===== config.mk =====
export PLATFORM = sky130hd
export DESIGN_NAME = dmem_arbiter
export DESIGN_NICKNAME = d
export VERILOG_FILES = /design/src/rtl/dmem_arbiter.sv
export SDC_FILE = /design/constraint.sdc
export NUM_CORES = 1
export LEC_CHECK = 0
export BUFFER_PORTS_ARGS = -buffer_cell sky130_fd_sc_hd__buf_4
export CORE_MARGIN = 1
export CORE_UTILIZATION = 30
export CTS_BUF_LIST = sky130_fd_sc_hd__clkbuf_16
export DETAILED_ROUTE_END_ITERATION = 7
export PLACE_DENSITY = 0.93
export SLEW_MARGIN = 20
export SYNTH_ARGS = -nofsm -noshare
export SYNTH_HDL_FRONTEND = slang
export SYNTH_SLANG_ARGS = --single-unit

===== constraint.sdc =====
create_clock -name clk -period 2.4 [get_ports clk]
set_input_delay 0.12 -clock clk [delete_from_list [all_inputs] [get_ports clk]]
set_output_delay 0.12 -clock clk [all_outputs]
set_load 0.01 [all_outputs]

===== src/rtl/dmem_arbiter.sv =====
`default_nettype none
// dmem_arbiter: fixed-priority two-port arbiter for a single-ported byte memory,
// with a starvation guard for port 1, one-cycle read tracking and range checking.
module dmem_arbiter #(
  parameter int MEM_BYTES    = 1024,
  parameter int STARVE_LIMIT = 4
) (
  input  logic        clk,
  input  logic        rst_n,
  input  logic        req0_i,
  input  logic        we0_i,
  input  logic [15:0] addr0_i,
  input  logic [15:0] wdata0_i,
  input  logic        req1_i,
  input  logic        we1_i,
  input  logic [15:0] addr1_i,
  input  logic [15:0] wdata1_i,
  output logic        gnt0_o,
  output logic        gnt1_o,
  output logic        rvalid0_o,
  output logic        rvalid1_o,
  output logic [15:0] rdata0_o,
  output logic [15:0] rdata1_o,
  output logic        err0_o,
  output logic        err1_o,
  output logic [15:0] mem_address_o,
  output logic [15:0] mem_write_data_o,
  output logic        mem_MemWrite_o,
  output logic        mem_MemRead_o,
  input  logic [15:0] mem_read_data_i
);

  localparam int              CW        = $clog2(STARVE_LIMIT + 1);
  localparam logic [CW-1:0]   LIMIT_C   = CW'(STARVE_LIMIT);
  localparam logic [15:0]     LAST_ADDR = 16'(MEM_BYTES - 2);

  logic [CW-1:0] starve_q, starve_d;
  logic          rd_pend_q, rd_pend_d;
  logic          rd_own_q, rd_own_d;
  logic          rd_bad_q, rd_bad_d;
  logic [1:0]    err_q, err_d;

  logic          gnt0, gnt1, any_gnt;
  logic          sel_we, in_range;
  logic [15:0]   sel_addr, sel_wdata;

  // Grants are forced low while reset is asserted, even though they are combinational.
  assign gnt1    = rst_n & req1_i & (~req0_i | (starve_q == LIMIT_C));
  assign gnt0    = rst_n & req0_i & ~gnt1;
  assign any_gnt = gnt0 | gnt1;
  assign gnt0_o  = gnt0;
  assign gnt1_o  = gnt1;

  always_comb begin
    sel_we    = 1'b0;
    sel_addr  = 16'h0000;
    sel_wdata = 16'h0000;
    if (gnt1) begin
      sel_we    = we1_i;
      sel_addr  = addr1_i;
      sel_wdata = wdata1_i;
    end else if (gnt0) begin
      sel_we    = we0_i;
      sel_addr  = addr0_i;
      sel_wdata = wdata0_i;
    end
  end

  assign in_range         = (sel_addr <= LAST_ADDR);
  assign mem_address_o    = sel_addr;
  assign mem_write_data_o = sel_wdata;
  assign mem_MemWrite_o   = any_gnt & sel_we & in_range;
  assign mem_MemRead_o    = any_gnt & ~sel_we & in_range;

  always_comb begin
    rd_pend_d = any_gnt & ~sel_we;
    rd_own_d  = gnt1;
    rd_bad_d  = ~in_range;
    err_d     = {gnt1 & ~in_range, gnt0 & ~in_range};
    starve_d  = starve_q;
    if (!req1_i || gnt1) begin
      starve_d = '0;
    end else if (starve_q != LIMIT_C) begin
      starve_d = starve_q + 1'b1;
    end
  end

  always_ff @(posedge clk or negedge rst_n) begin
    if (!rst_n) begin
      starve_q  <= '0;
      rd_pend_q <= 1'b0;
      rd_own_q  <= 1'b0;
      rd_bad_q  <= 1'b0;
      err_q     <= 2'b00;
    end else begin
      starve_q  <= starve_d;
      rd_pend_q <= rd_pend_d;
      rd_own_q  <= rd_own_d;
      rd_bad_q  <= rd_bad_d;
      err_q     <= err_d;
    end
  end

  // Out-of-range reads complete with zero data; memory was never strobed.
  assign rvalid0_o = rd_pend_q & ~rd_own_q;
  assign rvalid1_o = rd_pend_q & rd_own_q;
  assign rdata0_o  = (rvalid0_o && !rd_bad_q) ? mem_read_data_i : 16'h0000;
  assign rdata1_o  = (rvalid1_o && !rd_bad_q) ? mem_read_data_i : 16'h0000;
  assign err0_o    = err_q[0];
  assign err1_o    = err_q[1];

endmodule
`default_nettype wire


==> qor.txt <==
Status -> finished with violations
Failing checks -> negative setup slack
Number of global-route vias before repair -> 1733
Core area -> 3390 µm²
Worst rel slew slack -> 0.740
Maximum vdd drop -> 0.402 mV
Iteration-0 DRC Markers -> 58
Synth-to-Final Area Change -> 134%
Max_cap viols -> 0
Routed wire per std cell -> 14.4 µm
Clock sink count -> 8
Worst EP required -> 2.28 ns
Port Buffers -> 157
Nets -> 394
CP Capture Type -> primary output
CTS Buf Count -> 3
Critical path class -> reg2out
Starting density of the core -> 0.320
Setup-failing EPs final -> 1
R2R depth -> 8
Clock root cell -> clkbuf_16
Wirelength, routed -> 5030 µm
Commonest non-fill, non-tap cell in the layout -> buf_4
Chip height -> 62.1 µm
Worst Skew -> 0.00134 ns
Final setup margin -> -0.0454 ns
Sequential fraction of the synthesis area -> 0.185
Critical Path Start Type -> flip-flop
Leading post-synthesis cells by cell area -> a22o_1, and2_1, dfrtp_1, a31oi_1, clkbuf_1
Worst-margin pin slew -> 0.390 ns
Grt ovf -> 0
Total cell area at the placement stage -> 2330 µm²
Data arrival time of the worst path -> 2.33 ns
Hold Path Cell Cnt -> 2
Share of layout cells above drive strength 1 -> 0.612
Synth warnings -> 0
Power density cells -> 324 nW/µm²
Synth Instances -> 139
Post-layout instance area -> 2530 µm²
Drt pass-1 iters -> 4
Area leader, netlist -> a22o_1
R2R Setup Slk -> 0.29 ns
GRT Util Overall -> 0.242
Avg Inst Size Synth -> 7.80 µm²
HPWL after detailed placement -> 3950 µm
First-pass GRT wire length -> 7690 µm
Leakage dissipation -> 1.38 nW
Pin count of the biggest net entering global routing -> 31
Cell variety after synth -> 35
CTS tree -> done
DRC -> 0
Final core occ -> 0.747
Global placer's final weighted congestion -> 0.935
Die Area -> 3860 µm²
Worst skew pair latency -> 0.23 ns
Post-synthesis register bit count -> 8
Tcrit/Tclk final -> 1.02
Vias post-DR -> 1756
CTS max path bufs -> 2
Placed cell count -> 339
Crit path max fanout -> 6
Top cell type's share of synthesized area -> 0.251
Syn Nets -> 227
Netlist Area Pre-Place -> 1080 µm²
Chip width -> 62.1 µm
Final hold violations -> 0
Fin crit period -> 2.45 ns
Final Slew Violations -> 0
H-tree Lvls -> 1
Initial antenna violation count -> 0
Fmax -> 409 MHz
Post-route ant nets -> 0
RSZ-0062 raised after global routing -> yes
Diodes inserted -> 0
HP Class -> in2reg
Post-route insts no fill -> 350
Most frequent cells in the layout -> buf_4, and2_1, a22o_1
Row cnt -> 21
Vias per inst -> 5.02
Ports -> 158
CTS clk-pin slew, worst paths -> 0.04 ns
## state kept, by name, indices dropped and copies added (netlist names)
register   count
rd_own_q       1
starve_q       3
err_q          2
rd_bad_q       1
rd_pend_q      1
## synthesized netlist by cell type
master / count
inv_4: 1
and3_1: 1
nor2_1: 4
o22ai_1: 1
nand2_4: 1
nor2b_1: 1
or3_1: 1
nand3_1: 4
a21bo_2: 1
and2_1: 35
a22o_1: 31
nor4_2: 1
and4_1: 1
o311ai_0: 1
o21a_1: 2
nand2_1: 7
clkbuf_1: 8
dfrtp_1: 8
nor3b_1: 2
a31oi_1: 6
o21ai_0: 2
xnor2_1: 1
nand4_1: 1
or4_1: 1
and3b_1: 1
or4_4: 1
buf_2: 1
a21oi_1: 1
ha_1: 2
inv_1: 2
a211o_1: 1
a22oi_1: 1
a32oi_1: 1
or2_1: 1
nor3_1: 5
## area by class of cell
| class | count | area [µm²] |
|---|---|---|
| well taps | 46 | 57.6 |
| repair buffers | 171 | 1290 |
| flip-flops and latches | 8 | 200 |
| fillers | 274 | 857 |
| multi-input cells | 119 | 890 |
| clock buffers | 3 | 75.1 |
| inverters | 3 | 16.3 |
## routing by layer
| layer | global-route usage | wire [µm] | vias up |
|---|---|---|---|
| li1 | - | - | 853 |
| met1 | 0.246 | 1800 | 782 |
| met2 | 0.459 | 2610 | 107 |
| met3 | 0.0754 | 511 | 14 |
| met4 | 0.0872 | 110 | 0 |
| met5 | 0 | 0 | - |
## final timing paths
kind | endpoint | start
setup reg to reg | rd_bad_q | starve_q[0]
hold / removal | rd_pend_q | we1_i
min in group asynchronous | starve_q[0] | rst_n
hold reg to reg | starve_q[0] | starve_q[0]
setup / recovery | mem_MemRead_o | starve_q[0]
max in group asynchronous | err_q[1] | rst_n
## cell families after synthesis
kind of cell,share of synthesized area
AND/OR/NAND/NOR,0.380
AO/OA/AOI/OAI,0.359
buffers and inverters,0.0450
flip-flops,0.185
adder cells (fa/ha/maj),0.0231
XOR/XNOR,0.00808
## metrics by stage
stage	power [mW]	hold slack (ns)	TNS [ns]	worst slack (ns)
final	0.821	0.134	-0.0454	-0.0454
after global routing	0.857	0.143	-0.113	-0.0987
after CTS	0.808	0.119	-0.0187	-0.0187
after detailed placement	0.505	-0.0481	-0.00708	-0.00708
after global placement	0.500	-0.0511	0	0.0666
after floorplan	0.288	-0.176	0	0.0860
## worst max-delay path: stages (launching register included)
cell and delay [ns]:
dfrtp_1 0.35, inv_2 0.05, ha_4 0.18, a21bo_4 0.22
nand2_4 0.09, inv_6 0.05, a22o_1 0.22, or4_4 0.59
nor3b_2 0.19, buf_4 0.15
## where the power goes
group / internal (mW) / switching (mW) / total, mW
Sequential: 0.147 / 0.00791 / 0.155
Combinational: 0.230 / 0.158 / 0.389
Clock: 0.215 / 0.0632 / 0.278
Total: 0.592 / 0.229 / 0.821
## what timing repair did
item,4_1_cts,5_1_grt
hold endpoints to repair,8,0
hold buffers,1,0
setup buffers,4,3
gates cloned,0,0
pin swaps,8,7
setup endpoints to repair,2,2
resized for setup,11,3
Power figures use the tool's default switching activity.
